`config.mk`:
```
export PLATFORM = sky130hd
export DESIGN_NAME = snitch_muldiv_share_arb
export DESIGN_NICKNAME = d
export VERILOG_FILES = /design/src/rtl/snitch_muldiv_arb_pkg.sv /design/src/rtl/snitch_muldiv_arb_rr.sv /design/src/rtl/snitch_muldiv_share_arb.sv
export SDC_FILE = /design/constraint.sdc
export NUM_CORES = 1
export LEC_CHECK = 0
export BUFFER_PORTS_ARGS = -buffer_cell sky130_fd_sc_hd__buf_2
export CAP_MARGIN = 20
export CORE_AREA = 2 2 281 283
export CTS_BUF_LIST = sky130_fd_sc_hd__clkbuf_8 sky130_fd_sc_hd__clkbuf_16
export DETAILED_ROUTE_END_ITERATION = 16
export DIE_AREA = 0 0 283 285
export GPL_TIMING_DRIVEN = 1
export SKIP_LAST_GASP = 1
export SYNTH_ARGS = -nofsm -noshare
export SYNTH_HDL_FRONTEND = slang
export SYNTH_SLANG_ARGS = --single-unit
```
`constraint.sdc`:
```
create_clock -name clk_i -period 3.5 [get_ports clk_i]
set_input_delay 0 -clock clk_i [delete_from_list [all_inputs] [get_ports clk_i]]
set_output_delay 0 -clock clk_i [all_outputs]
set_load 0.1 [all_outputs]
```
`src/rtl/snitch_muldiv_arb_pkg.sv`:
```
`default_nettype none
// ----------------------------------------------------------------------------
// Module : snitch_muldiv_arb_pkg
// Brief  : Shared types and constants for the mul/div share arbiter.
// Rev    : 1.0
// ----------------------------------------------------------------------------
package snitch_muldiv_arb_pkg;

  localparam int PerfCntW  = 16;
  localparam int MaxDataW  = 64;
  localparam int MaxAccIdW = 16;

  // Sized for the widest supported configuration of the shared-unit interface.
  typedef struct packed {
    logic [31:0]          op;
    logic [MaxDataW-1:0]  arga;
    logic [MaxDataW-1:0]  argb;
    logic [MaxAccIdW-1:0] id;
  } acc_req_t;

  typedef struct packed {
    logic [MaxDataW-1:0]  data;
    logic [MaxAccIdW-1:0] id;
    logic                 error;
  } acc_rsp_t;

endpackage
`default_nettype wire

```
`src/rtl/snitch_muldiv_arb_rr.sv`:
```
`default_nettype none
// ----------------------------------------------------------------------------
// Module : snitch_muldiv_arb_rr
// Brief  : Round-robin grant encoder with a lock that holds the grant while
//          the downstream port back-pressures.
// Rev    : 1.0
// ----------------------------------------------------------------------------
module snitch_muldiv_arb_rr
  import snitch_muldiv_arb_pkg::*;
#(
  parameter  int NrCores = 4,
  localparam int IdxW    = $clog2(NrCores)
) (
  input  logic               clk,
  input  logic               rst,
  input  logic [NrCores-1:0] i_elig,
  input  logic               i_ready,
  output logic               o_valid,
  output logic [IdxW-1:0]    o_grant
);

  logic [IdxW-1:0] r_ptr;
  logic [IdxW-1:0] r_lock_idx;
  logic            r_lock;
  logic [IdxW-1:0] w_hi_idx;
  logic [IdxW-1:0] w_lo_idx;
  logic            w_hi_found;
  logic            w_lo_found;

  // Lowest eligible index at/above the pointer wins, else lowest below it.
  always_comb begin
    w_hi_idx   = '0;
    w_lo_idx   = '0;
    w_hi_found = 1'b0;
    w_lo_found = 1'b0;
    for (int i = NrCores - 1; i >= 0; i--) begin
      if (i_elig[i]) begin
        if (IdxW'(i) >= r_ptr) begin
          w_hi_idx   = IdxW'(i);
          w_hi_found = 1'b1;
        end else begin
          w_lo_idx   = IdxW'(i);
          w_lo_found = 1'b1;
        end
      end
    end
  end

  assign o_valid = r_lock ? i_elig[r_lock_idx] : (w_hi_found | w_lo_found);
  assign o_grant = r_lock ? r_lock_idx : (w_hi_found ? w_hi_idx : w_lo_idx);

  always_ff @(posedge clk) begin
    if (rst) begin
      r_ptr      <= '0;
      r_lock     <= 1'b0;
      r_lock_idx <= '0;
    end else begin
      r_lock     <= o_valid & ~i_ready;
      r_lock_idx <= o_grant;
      if (o_valid & i_ready) begin
        r_ptr <= (o_grant == IdxW'(NrCores - 1)) ? '0 : o_grant + 1'b1;
      end
    end
  end

endmodule
`default_nettype wire

```
`src/rtl/snitch_muldiv_share_arb.sv`:
```
`default_nettype none
// ----------------------------------------------------------------------------
// Module : snitch_muldiv_share_arb
// Brief  : Shares one mul/div accelerator port among NrCores cores with
//          bounded outstanding ops. SNITCH_MULDIV_ARB_PERF_EN adds stall counters.
// Rev    : 1.0
// ----------------------------------------------------------------------------
module snitch_muldiv_share_arb
  import snitch_muldiv_arb_pkg::*;
#(
  parameter  int NrCores   = 4,
  parameter  int IdWidth   = 5,
  parameter  int DataWidth = 32,
  parameter  int MaxOutst  = 2,
  localparam int CoreIdxW  = $clog2(NrCores)
) (
  input  logic                          clk_i,
  input  logic                          rst_i,
  input  logic [NrCores*32-1:0]         core_qop_i,
  input  logic [NrCores*IdWidth-1:0]    core_qid_i,
  input  logic [NrCores*DataWidth-1:0]  core_qarga_i,
  input  logic [NrCores*DataWidth-1:0]  core_qargb_i,
  input  logic [NrCores-1:0]            core_qvalid_i,
  output logic [NrCores-1:0]            core_qready_o,
  output logic [NrCores*DataWidth-1:0]  core_pdata_o,
  output logic [NrCores*IdWidth-1:0]    core_pid_o,
  output logic [NrCores-1:0]            core_perror_o,
  output logic [NrCores-1:0]            core_pvalid_o,
  input  logic [NrCores-1:0]            core_pready_i,
  output logic [31:0]                   acc_qop_o,
  output logic [DataWidth-1:0]          acc_qarga_o,
  output logic [DataWidth-1:0]          acc_qargb_o,
  output logic [CoreIdxW+IdWidth-1:0]   acc_qid_o,
  output logic                          acc_qvalid_o,
  input  logic                          acc_qready_i,
  input  logic [DataWidth-1:0]          acc_pdata_i,
  input  logic [CoreIdxW+IdWidth-1:0]   acc_pid_i,
  input  logic                          acc_perror_i,
  input  logic                          acc_pvalid_i,
  output logic                          acc_pready_o,
`ifdef SNITCH_MULDIV_ARB_PERF_EN
  output logic [NrCores*PerfCntW-1:0]   perf_stall_cnt_o,
`endif
  output logic                          bad_rsp_o
);

  localparam int CntW = $clog2(MaxOutst + 1);

  logic [NrCores-1:0]  w_elig;
  logic [NrCores-1:0]  w_inc;
  logic [NrCores-1:0]  w_dec;
  logic [NrCores-1:0]  w_illegal;
  logic [NrCores-1:0]  w_pvalid;
  logic [CntW-1:0]     r_cnt [NrCores];
  logic                w_qvalid;
  logic [CoreIdxW-1:0] w_grant;
  logic [CoreIdxW-1:0] w_ridx;
  logic                w_hit;
  logic                w_prdy;
  logic                w_phs;
  logic                r_bad;

  snitch_muldiv_arb_rr #(
    .NrCores (NrCores)
  ) u_rr (
    .clk     (clk_i),
    .rst     (rst_i),
    .i_elig  (w_elig),
    .i_ready (acc_qready_i),
    .o_valid (w_qvalid),
    .o_grant (w_grant)
  );

  assign acc_qvalid_o = w_qvalid;
  assign acc_qop_o    = core_qop_i[int'(w_grant)*32 +: 32];
  assign acc_qarga_o  = core_qarga_i[int'(w_grant)*DataWidth +: DataWidth];
  assign acc_qargb_o  = core_qargb_i[int'(w_grant)*DataWidth +: DataWidth];
  assign acc_qid_o    = {w_grant, core_qid_i[int'(w_grant)*IdWidth +: IdWidth]};

  // An index beyond NrCores-1 matches no core: the response is accepted and dropped.
  assign w_ridx = acc_pid_i[IdWidth +: CoreIdxW];

  always_comb begin
    w_pvalid = '0;
    w_prdy   = 1'b1;
    w_hit    = 1'b0;
    for (int i = 0; i < NrCores; i++) begin
      if (w_ridx == CoreIdxW'(i)) begin
        w_pvalid[i] = acc_pvalid_i;
        w_prdy      = core_pready_i[i];
        w_hit       = 1'b1;
      end
    end
  end

  assign acc_pready_o  = w_prdy;
  assign w_phs         = acc_pvalid_i & w_prdy;
  assign core_pvalid_o = w_pvalid;
  assign core_pdata_o  = {NrCores{acc_pdata_i}};
  assign core_pid_o    = {NrCores{acc_pid_i[IdWidth-1:0]}};
  assign core_perror_o = {NrCores{acc_perror_i}};

  for (genvar i = 0; i < NrCores; i++) begin : g_core
    assign w_elig[i]        = core_qvalid_i[i] & (r_cnt[i] < CntW'(MaxOutst));
    assign core_qready_o[i] = w_qvalid & acc_qready_i & (w_grant == CoreIdxW'(i));
    assign w_inc[i]         = core_qready_o[i];
    assign w_dec[i]         = w_phs & w_hit & (w_ridx == CoreIdxW'(i));
    assign w_illegal[i]     = w_dec[i] & ~w_inc[i] & (r_cnt[i] == '0);

    always_ff @(posedge clk_i) begin
      if (rst_i) begin
        r_cnt[i] <= '0;
      end else if (w_inc[i] & ~w_dec[i]) begin
        r_cnt[i] <= r_cnt[i] + 1'b1;
      end else if (w_dec[i] & ~w_inc[i] & (r_cnt[i] != '0)) begin
        r_cnt[i] <= r_cnt[i] - 1'b1;
      end
    end

`ifdef SNITCH_MULDIV_ARB_PERF_EN
    logic [PerfCntW-1:0] r_stall;
    always_ff @(posedge clk_i) begin
      if (rst_i) begin
        r_stall <= '0;
      end else if (core_qvalid_i[i] & ~core_qready_o[i] & ~(&r_stall)) begin
        r_stall <= r_stall + 1'b1;
      end
    end
    assign perf_stall_cnt_o[i*PerfCntW +: PerfCntW] = r_stall;
`endif
  end

  always_ff @(posedge clk_i) begin
    if (rst_i) begin
      r_bad <= 1'b0;
    end else if ((w_phs & ~w_hit) | (|w_illegal)) begin
      r_bad <= 1'b1;
    end
  end

  assign bad_rsp_o = r_bad;

endmodule
`default_nettype wire

```
==> run summary, run 1 <==
Period minus WS final -> 3.01 ns
DRC viols -> 0
Worst Path Required -> 3.50 ns
Final Instance Count excl. Fillers -> 2053
Final setup viols -> 0
Pwr per Cell Area -> 515 nW/um^2
Cell area after synthesis -> 5660 sq um
Peak VDD IR -> 331 uV
Count leader, synth -> mux2i_1
Pre-CTS setup slack -> 0.722 ns
Die Wd -> 283 microns
Number of global-route vias before repair -> 5971
Min-delay worst type -> in2out
Warnings, synthesis -> 0
Buf+Inv Stages, Crit Path -> 4
Worst setup margin -> 0.491 ns
Post-Syn Nets -> 1085
Crit start category -> register
Post-Route Skew -> 0.00307 ns
Synth top area cells -> mux2i_1 54%, buf_4 20%, buf_6 5.6%, edfxtp_1 4.2%, dfxtp_1 2.1%
Die height -> 285 microns
Cell family with most CP delay -> buffers and inverters
Syn Area/Cell -> 9.10 sq um
Layout cells sized above 1 -> 57.5%
Post-synth EDFFs -> 8
WS Path Type -> reg2out
Routed wire length -> 31.9 mm
CTS tree -> done
Total GRT Usage -> 7.27%
Clk sinks -> 14
Critical Path Sink Type -> output port
Most frequent cell on the critical path -> buf_12
Tcrit/Tclk final -> 86.0%
Die Footprint -> 80700 sq um
Slowest-stage cell, CP -> edfxtp_1
CTS H-Tree Depth -> 1
Inst Count DP -> 2039
Netlist cell types -> 48
GPL Wtd Cong -> 0.891
Initial DRT Pass Iterations -> 4
Top post-synthesis cells by count -> 304 x mux2i_1, 152 x buf_4, 28 x buf_6
Worst Path Arrival -> 3.01 ns
Total CTS buffers -> 3
Clk Latency, worst-skew pair -> 0.25 ns
Detailed-route via count -> 6105
First-pass GRT wire length -> 42.5 mm
WL/cell -> 15.6 microns
RSZ-0062 raised after global routing -> no
Deepest clock path buffer count -> 2
Crit-path cells -> nand2b_2 -> a21oi_1 -> a32o_4 -> buf_12 -> buf_12 -> buf_12 -> mux2i_1 -> mux2i_1 -> buf_2
Core area -> 78000 sq um
Slew headroom -> 56.9%
Clock-pin slew on the worst setup and hold paths -> 0.05 ns
Number of max-cap violations -> 0
Area growth syn-to-layout -> 53.1%
Main flop type after synthesis -> edfxtp_1
DRT iter0 DRCs -> 286
Setup TNS -> 0 ns
Cells after Synth -> 622
DP HPWL -> 28.8 mm
Pin count of the biggest net entering global routing -> 51
Register area share after synthesis -> 6.36%
Status -> complete, no violations
IO Port Bufs -> 531
Nets@finish -> 1458
Top-area cell type share of the netlist area -> 53.7%
Initial core utilization -> 7.26%
Achievable clock frequency -> 0.332 GHz
Critical Path Fanout Max -> 31
Fillcell total -> 9025
Cells resized by post-CTS repair -> 0
Worst Tran Pin Value -> 0.646 ns
Synth area leader -> mux2i_1
Post-synth ARST share -> 0%
Initial antenna violation count -> 24
Final Hold Violating Endpoints -> 0
CP peak stage delay -> 0.46 ns
Std-Cell Rows -> 103
Pleak -> 3.96 nW
Via density -> 2.97
Slew Limit Fails -> 0
#FFs+latches synth -> 14
Reg-to-reg setup timing slack -> 0.85 ns
Remaining antenna violation count -> 0
IO Pins -> 722
CTS Root Cell -> clkbuf_16
Grt total ovfl -> 0
-- routing by layer --
layer	GRT usage (%)	wire (microns)	up-vias	part of all wire [%]
li1	-	-	2864	-
met1	7.98	11400	2653	36
met2	11.5	14000	481	44
met3	3.97	4960	89	16
met4	3.36	1430	18	4.5
met5	0	116	-	0.36
-- sequential cells by signal (all words and copies together), names as in the netlist --
| name | count |
|---|---|
| bad_rsp_o | 1 |
| r_cnt | 8 |
| u_rr.r_lock | 1 |
| u_rr.r_lock_idx | 2 |
| u_rr.r_ptr | 2 |
-- cell usage in the layout (no fill, tap or decap), types with 2 or more instances in the layout --
| cell | n |
|---|---|
| a2111o_1 | 2 |
| a211o_1 | 2 |
| a211oi_1 | 5 |
| a21oi_1 | 6 |
| a221o_1 | 2 |
| and2_1 | 4 |
| and3_1 | 2 |
| buf_12 | 14 |
| buf_2 | 521 |
| buf_4 | 23 |
| clkbuf_16 | 3 |
| dfxtp_1 | 6 |
| diode_2 | 9 |
| edfxtp_1 | 8 |
| ha_1 | 7 |
| inv_1 | 11 |
| mux2i_1 | 304 |
| nand2_1 | 10 |
| nand2b_4 | 2 |
| nand3_1 | 12 |
| nand4_1 | 4 |
| nor2_1 | 9 |
| nor3_1 | 3 |
| o211ai_1 | 2 |
| o21ai_0 | 2 |
| o221ai_1 | 2 |
| o22ai_1 | 2 |
| o41ai_1 | 2 |
-- final timing paths --
kind / depth (start not counted) / start / to
hold / removal: 0 / acc_pdata_i[1] / core_pdata_o[1]
hold reg to reg: 2 / u_rr.r_ptr[0] / u_rr.r_ptr[0]
setup reg to reg: 11 / r_cnt[0][1] / bad_rsp_o
setup / recovery: 9 / r_cnt[2][1] / acc_qargb_o[4]
-- metrics by stage --
stage / cell area, sq um / util (%) / hold WS [ns] / power [W]
2_1_floorplan: 5670 / - / 0.0768 / 0.00420
3_3_place_gp: 8550 / 11.0 / 0.00162 / 0.00424
3_5_place_dp: 8550 / 11.0 / 0.00162 / 0.00425
4_1_cts: 8650 / 11.1 / 0.00162 / 0.00450
5_1_grt: 8660 / 11.1 / 0.000592 / 0.00464
6_report: 8670 / 11.1 / 0.000336 / 0.00446
-- area by class of cell --
class                      count  area, sq um  share of cell area (%)
antenna                        9         22.5                   0.260
inverter                      13         53.8                   0.621
clock buffer                   4         88.8                    1.02
sequential                    14          360                    4.16
multi-input combinational    404         3760                    43.4
tap                         1050         1310                    15.2
timing repair buffer         559         3070                    35.4
-- logic make-up after synthesis --
family,Yosys count,share of synthesized area [%]
multiplexers,305,54.1
buffers and inverters,204,27.5
AND/OR/NAND/NOR,56,5.52
AO/OA/AOI/OAI,36,4.95
flip-flops,14,6.36
adder cells (fa/ha/maj),7,1.55
-- repair_timing --
action | CTS | global route
setup endpoints to repair | 0 | 0
hold buffers | 1 | 0
buffers inserted | 0 | 0
hold endpoints to repair | 1 | 0
-- report_power, final --
group | switching, W | total [W] | internal, W
Clock | 0.0000697 | 0.000243 | 0.000173
Combinational | 0.00301 | 0.00401 | 0.000999
Sequential | 0.0000189 | 0.000213 | 0.000194
Total | 0.00310 | 0.00446 | 0.00137
(Power assumes the default switching activity.)
==> run 2: changes to the inputs <==
--- a/config.mk
+++ b/config.mk
@@ -11,7 +11,7 @@
 export CTS_BUF_LIST = sky130_fd_sc_hd__clkbuf_8 sky130_fd_sc_hd__clkbuf_16
 export DETAILED_ROUTE_END_ITERATION = 16
 export DIE_AREA = 0 0 283 285
-export GPL_TIMING_DRIVEN = 1
+export GPL_TIMING_DRIVEN = 0
 export SKIP_LAST_GASP = 1
 export SYNTH_ARGS = -nofsm -noshare
 export SYNTH_HDL_FRONTEND = slang
==> constraint.sdc (replaced) <==
create_clock -name clk_i -period 3 [get_ports clk_i]
set_input_delay 0 -clock clk_i [delete_from_list [all_inputs] [get_ports clk_i]]
set_output_delay 0 -clock clk_i [all_outputs]
set_load 0.1 [all_outputs]
==> run 2 against run 1 <==
Non-clock buffer count rose by 319. Hold slack improved by 0.19 ns. Clock power rose by 17%. Design area rose by 28%. Sequential share of layout area fell by 0.92 points. First-iteration DRC count fell by 22%. Clock skew fell by 0.0014 ns. Wire length rose by 2.0%. Cell count rose by 15%. Via count rose by 20%. Register-to-register slack got worse by 0.75 ns. Highest routed layer unchanged. Flip-flop and latch count did not move.
==> run summary, run 2 (synthesis gave the netlist of run 1 again) <==
IO Pins -> 722 (unchanged)
Std-Cell Rows -> 103 (unchanged)
Via density -> 3.08 (+3.7%)
Crit start category -> register
Final Total Pwr -> 0.00672 W (+51%)
Pin count of the biggest net entering global routing -> 13 (-75%)
Die Wd -> 283 microns (unchanged)
Most frequent cell on the critical path -> buf_6
Grt total ovfl -> 0 (unchanged)
Initial antenna violation count -> 7 (-71%)
Final setup viols -> 0 (unchanged)
Buf+Inv Stages, Crit Path -> 5 (+1)
Setup TNS -> 0 ns (unchanged)
Period minus WS final -> 2.90 ns
Slew Limit Fails -> 0 (unchanged)
Achievable clock frequency -> 0.344 GHz
DRC viols -> 0 (unchanged)
Min-delay worst type -> in2reg
Biggest regs -> r_cnt (8), u_rr.r_lock_idx (2), u_rr.r_ptr (2)
Most common cell after layout, fill and taps aside -> buf_2
Initial DRT Pass Iterations -> 5 (+1)
Initial core utilization -> 7.26% (unchanged)
CP peak stage delay -> 0.43 ns (-0.03 ns)
Tcrit/Tclk final -> 96.8%
Wire length on met2 -> 16.8 mm (+19%)
Peak VDD IR -> 244 uV (-26%)
First-pass GRT wire length -> 44.1 mm (+3.9%)
Cell area after placement -> 10800 sq um (+26%)
Worst Path Required -> 3.12 ns (-0.38 ns)
CTS H-Tree Depth -> 1 (unchanged)
Pleak -> 5.39 nW (+36%)
GPL Wtd Cong -> 0.872 (-2.2%)
WL/cell -> 13.7 microns (-12%)
Remaining antenna violation count -> 0 (unchanged)
Clk sinks -> 14 (unchanged)
Cell family with most CP delay -> compound AO/OA/AOI/OAI gates
CTS Root Cell -> clkbuf_16
DP HPWL -> 28.7 mm (-0.44%)
Routed wire length -> 32.6 mm (+2.0%)
Detailed-route via count -> 7302 (+20%)
WS Path Type -> reg2reg
Metal3 WL -> 2.61 mm (-47%)
Number of max-cap violations -> 0 (unchanged)
Critical Path Sink Type -> register
Critical Path Fanout Max -> 12 (-61%)
Number of global-route vias before repair -> 7204 (+21%)
DRT iter0 DRCs -> 224 (-22%)
Core area -> 78000 sq um (unchanged)
Core Util, Final -> 14.3% (+3.2 points)
Area growth syn-to-layout -> 96.5%
Deepest clock path buffer count -> 2 (unchanged)
Slowest-stage cell, CP -> edfxtp_1
Clock-pin slew on the worst setup and hold paths -> 0.05 ns (about the same)
Die Footprint -> 80700 sq um (unchanged)
Most frequent cells in the layout -> 633 x buf_2, 208 x mux2i_1, 190 x buf_4
Worst Tran Pin Value -> 0.663 ns (+0.0169 ns)
Fillcell total -> 8873 (-1.7%)
Top Layer Used -> met5
Biggest register -> r_cnt
Nets@finish -> 1777 (+22%)
Total CTS buffers -> 3 (unchanged)
Die height -> 285 microns (unchanged)
Clk Latency, worst-skew pair -> 0.25 ns (about the same)
Slew headroom -> 55.8% (-1.1 points)
RSZ-0062 raised after global routing -> yes
CTS tree -> done
Pwr per Cell Area -> 604 nW/um^2 (+17%)
Total GRT Usage -> 7.26% (-0.014 points)
Worst Path Arrival -> 3.02 ns (about the same)
Routed met1 length -> 11.8 mm (+3.8%)
Layout cells sized above 1 -> 75.0% (+17 points)
Crit-path cells -> nand2b_4 -> a221o_1 -> a32o_1 -> buf_6 -> buf_6 -> buf_6 -> inv_2 -> ha_1 -> inv_1 -> a41oi_1 -> o221ai_1 -> a21oi_1 -> o22ai_1
Fin area -> 11100 sq um (+28%)
Status -> complete, no violations
Final Hold Violating Endpoints -> 0 (unchanged)
IO Port Bufs -> 682 (+28%)
Post-Route Skew -> 0.00163 ns (-0.00143 ns)
Max reg flops -> 8 (unchanged)
-- run 2: where the power goes --
part | internal (W) | switching (W) | leakage, nW
logic | 0.00159 | 0.00460 | 5.21
clock network | 0.000202 | 0.0000828 | 0.0442
registers | 0.000226 | 0.0000154 | 0.133
total | 0.00201 | 0.00470 | 5.39
-- run 2: final cells by class --
cell class / count / area [sq um] / share of cell area [%]
Buffer: 191 / 1530 / 13.8
Multi-Input combinational cell: 404 / 4160 / 37.4
Antenna cell: 5 / 12.5 / 0.112
Tap cell: 1050 / 1310 / 11.8
Sequential cell: 14 / 360 / 3.24
Inverter: 13 / 48.8 / 0.439
Clock buffer: 4 / 88.8 / 0.798
Timing Repair Buffer: 687 / 3610 / 32.5
-- run 2: per-stage QoR --
stage	setup WS (ns)	hold slack, ns	cells
2_1_floorplan	-0.466	0.0768	622
3_3_place_gp	0.0266	0.232	2354
3_5_place_dp	0.0235	0.238	2354
4_1_cts	-0.0785	0.174	2359
5_1_grt	-0.0931	0.212	2367
6_report	0.0952	0.186	2368
-- run 2: timing repair --
item	CTS	global route
gates resized for setup	52	25
endpoints found under the hold margin	1	0
buffers inserted	0	4
hold buffers	1	0
setup endpoints to repair	82	97
-- run 2: path summary, 6_finish.rpt --
check,from,to,slack [ns],cells after the start
worst max-delay path,r_cnt[0][1],bad_rsp_o,0.1,13
worst min-delay path,rst_i,bad_rsp_o,0.19,2
worst max register to register,r_cnt[0][1],bad_rsp_o,0.1,13
worst min register to register,u_rr.r_ptr[0],u_rr.r_ptr[0],0.52,2
-- run 2: per-layer routing --
layer	global-route usage, %	vias up
met3	1.40	55
li1	-	3501
met1	7.84	3254
met4	3.09	2
met2	13.7	490
met5	0	-
==> run 3: changes to the inputs <==
--- a/config.mk
+++ b/config.mk
@@ -7,10 +7,10 @@
 export LEC_CHECK = 0
 export BUFFER_PORTS_ARGS = -buffer_cell sky130_fd_sc_hd__buf_2
 export CAP_MARGIN = 20
-export CORE_AREA = 2 2 281 283
+export CORE_AREA = 2 2 278 280
 export CTS_BUF_LIST = sky130_fd_sc_hd__clkbuf_8 sky130_fd_sc_hd__clkbuf_16
 export DETAILED_ROUTE_END_ITERATION = 16
-export DIE_AREA = 0 0 283 285
+export DIE_AREA = 0 0 280 282
 export GPL_TIMING_DRIVEN = 0
 export SKIP_LAST_GASP = 1
 export SYNTH_ARGS = -nofsm -noshare
==> run 3 against run 2 <==
Global-route usage grew 2.0 points. Largest cell class unchanged. Register-to-register slack improved by 0.10 ns. Power is 0.64% higher. Critical path depth decreased by 5. Sequential share of layout area hardly changed.
==> run summary, run 3 (synthesis gave the netlist of run 1 again) <==
Status -> complete, no violations
Achievable clock frequency -> 0.343 GHz (-0.33%)
Area growth syn-to-layout -> 96.9%
Pin count of the biggest net entering global routing -> 13 (unchanged)
Die Wd -> 280 microns (-1.1%)
Clk Latency, worst-skew pair -> 0.25 ns (about the same)
Number of global-route vias before repair -> 6833 (-5.1%)
Critical Path Fanout Max -> 10 (-2)
Min-delay worst type -> in2reg
IO Port Bufs -> 682 (unchanged)
Final Total Pwr -> 0.00676 W (+0.64%)
WS Path Type -> reg2out
Initial DRT Pass Iterations -> 5 (unchanged)
Layout cells sized above 1 -> 75.7% (+0.71 points)
Slew headroom -> 56.4% (+0.62 points)
Total CTS buffers -> 3 (unchanged)
Via density -> 3.17 (+2.8%)
Tcrit/Tclk final -> 97.1% (+0.32 points)
Die height -> 282 microns (-1.1%)
WL/cell -> 18.0 microns (+31%)
Max reg flops -> 8 (unchanged)
Pwr per Cell Area -> 606 nW/um^2 (+0.44%)
Most common cell after layout, fill and taps aside -> buf_2
Initial core utilization -> 7.48% (+0.22 points)
Initial antenna violation count -> 49 (+42)
Nets@finish -> 1774 (-0.17%)
Detailed-route via count -> 7304 (+0.027%)
Fin area -> 11100 sq um (+0.19%)
Slowest-stage cell, CP -> edfxtp_1
Crit-path cells -> nand2b_2 -> a21oi_1 -> a32o_1 -> buf_6 -> buf_2 -> mux2i_1 -> mux2i_2 -> buf_2
Slew Limit Fails -> 0 (unchanged)
First-pass GRT wire length -> 50.4 mm (+14%)
Worst setup margin -> 0.0856 ns (-0.00963 ns)
CTS Root Cell -> clkbuf_16
Final Hold Violating Endpoints -> 0 (unchanged)
RSZ-0062 raised after global routing -> yes
Setup TNS -> 0 ns (unchanged)
Core area -> 75700 sq um (-2.9%)
Deepest clock path buffer count -> 2 (unchanged)
Pre-CTS setup slack -> -0.0771 ns (-0.101 ns)
Die Footprint -> 79000 sq um (-2.1%)
Most frequent cells in the layout -> 611 x buf_2, 199 x mux2i_1, 197 x buf_4
Biggest regs -> r_cnt (8), u_rr.r_lock_idx (2), u_rr.r_ptr (2)
Remaining antenna violation count -> 0 (unchanged)
CTS H-Tree Depth -> 1 (unchanged)
Clock-pin slew on the worst setup and hold paths -> 0.05 ns (about the same)
GPL Wtd Cong -> 0.844 (-3.2%)
Biggest register -> r_cnt
Most frequent cell on the critical path -> buf_2
IO Pins -> 722 (unchanged)
Worst Path Required -> 3.00 ns (-0.12 ns)
Critical Path Sink Type -> output port
Worst Path Arrival -> 2.91 ns (-0.11 ns)
Worst Tran Pin Value -> 0.654 ns (-0.00925 ns)
Period minus WS final -> 2.91 ns (+0.00963 ns)
DRT iter0 DRCs -> 274 (+22%)
Routed wire length -> 41.5 mm (+27%)
Crit start category -> register
Number of max-cap violations -> 0 (unchanged)
DP HPWL -> 37.3 mm (+30%)
Fillcell total -> 8621 (-2.8%)
Pleak -> 5.38 nW (about the same)
Cell area after placement -> 10700 sq um (-0.84%)
Grt total ovfl -> 0 (unchanged)
Clk sinks -> 14 (unchanged)
Peak VDD IR -> 337 uV (+38%)
CTS tree -> done
Std-Cell Rows -> 101 (-1.9%)
Final setup viols -> 0 (unchanged)
Post-Route Skew -> 0.00678 ns (+0.00514 ns)
Total GRT Usage -> 9.26% (+2.0 points)
CP peak stage delay -> 0.50 ns (+0.07 ns)
DRC viols -> 0 (unchanged)
[run 3: cell types whose count changed in the layout (fill, tap and decap cells not counted), sizes merged]
cell / previous run / this run
buf: 860 / 842
clkbuf: 21 / 35
clkinv: 0 / 1
diode: 5 / 16
[run 3: path summary, 6_finish.rpt]
check	cells past startpoint	from	to	slack, ns
max	8	r_cnt[2][1]	acc_qargb_o[11]	0.09
min	2	rst_i	bad_rsp_o	0.17
max reg2reg	13	r_cnt[1][1]	bad_rsp_o	0.20
min reg2reg	2	u_rr.r_ptr[0]	u_rr.r_ptr[0]	0.51
[run 3: timing repair]
action,in CTS,in global routing
hold buffers,1,0
endpoints found under the setup margin,39,72
buffers inserted,0,1
pin swaps,0,0
endpoints found under the hold margin,1,0
gates resized for setup,47,86
[run 3: power breakdown]
| group | internal (W) | switching, W | leakage [nW] |
|---|---|---|---|
| sequential | 0.000226 | 0.0000155 | 0.133 |
| clock | 0.000176 | 0.0000805 | 0.0386 |
| combinational | 0.00163 | 0.00463 | 5.21 |
| total | 0.00203 | 0.00473 | 5.38 |
[run 3: cell type report]
cell class                 instances  area, sq um  area share (%)
multi-input combinational        404         4210            37.8
timing repair buffer             684         3640            32.6
buffer                           191         1540            13.8
tap                              978         1220            11.0
sequential                        14          360            3.23
clock buffer                       3         75.1           0.673
inverter                          13         48.8           0.438
antenna                           16         40.0           0.359
clock inverter                     1         3.75          0.0337
[run 3: per-layer routing]
metal / vias up / track usage [%] / wire length [microns]
li1: 3506 / - / -
met1: 3188 / 10.1 / 14500
met5: - / 0 / 208
met3: 102 / 4.03 / 5300
met4: 30 / 3.09 / 1580
met2: 478 / 16.1 / 19900
[run 3: critical path: cells and delay by family (launching register included)]
| kind | cells | cell delay, ns |
|---|---|---|
| AOI/OAI and AO/OA | 2 | 0.38 |
| buffers and inverters | 3 | 0.89 |
| DFF | 1 | 0.50 |
| muxes | 2 | 0.61 |
| and+or+nand+nor | 1 | 0.26 |
[run 3: through the flow]
stage          instances  utilization, %  hold slack, ns
4_1_cts             2287            14.4           0.189
5_1_grt             2296            14.7           0.227
3_5_place_dp        2282            14.1           0.253
6_report            2304            14.7           0.175
2_1_floorplan        622               -          0.0768
3_3_place_gp        2282            14.1           0.251
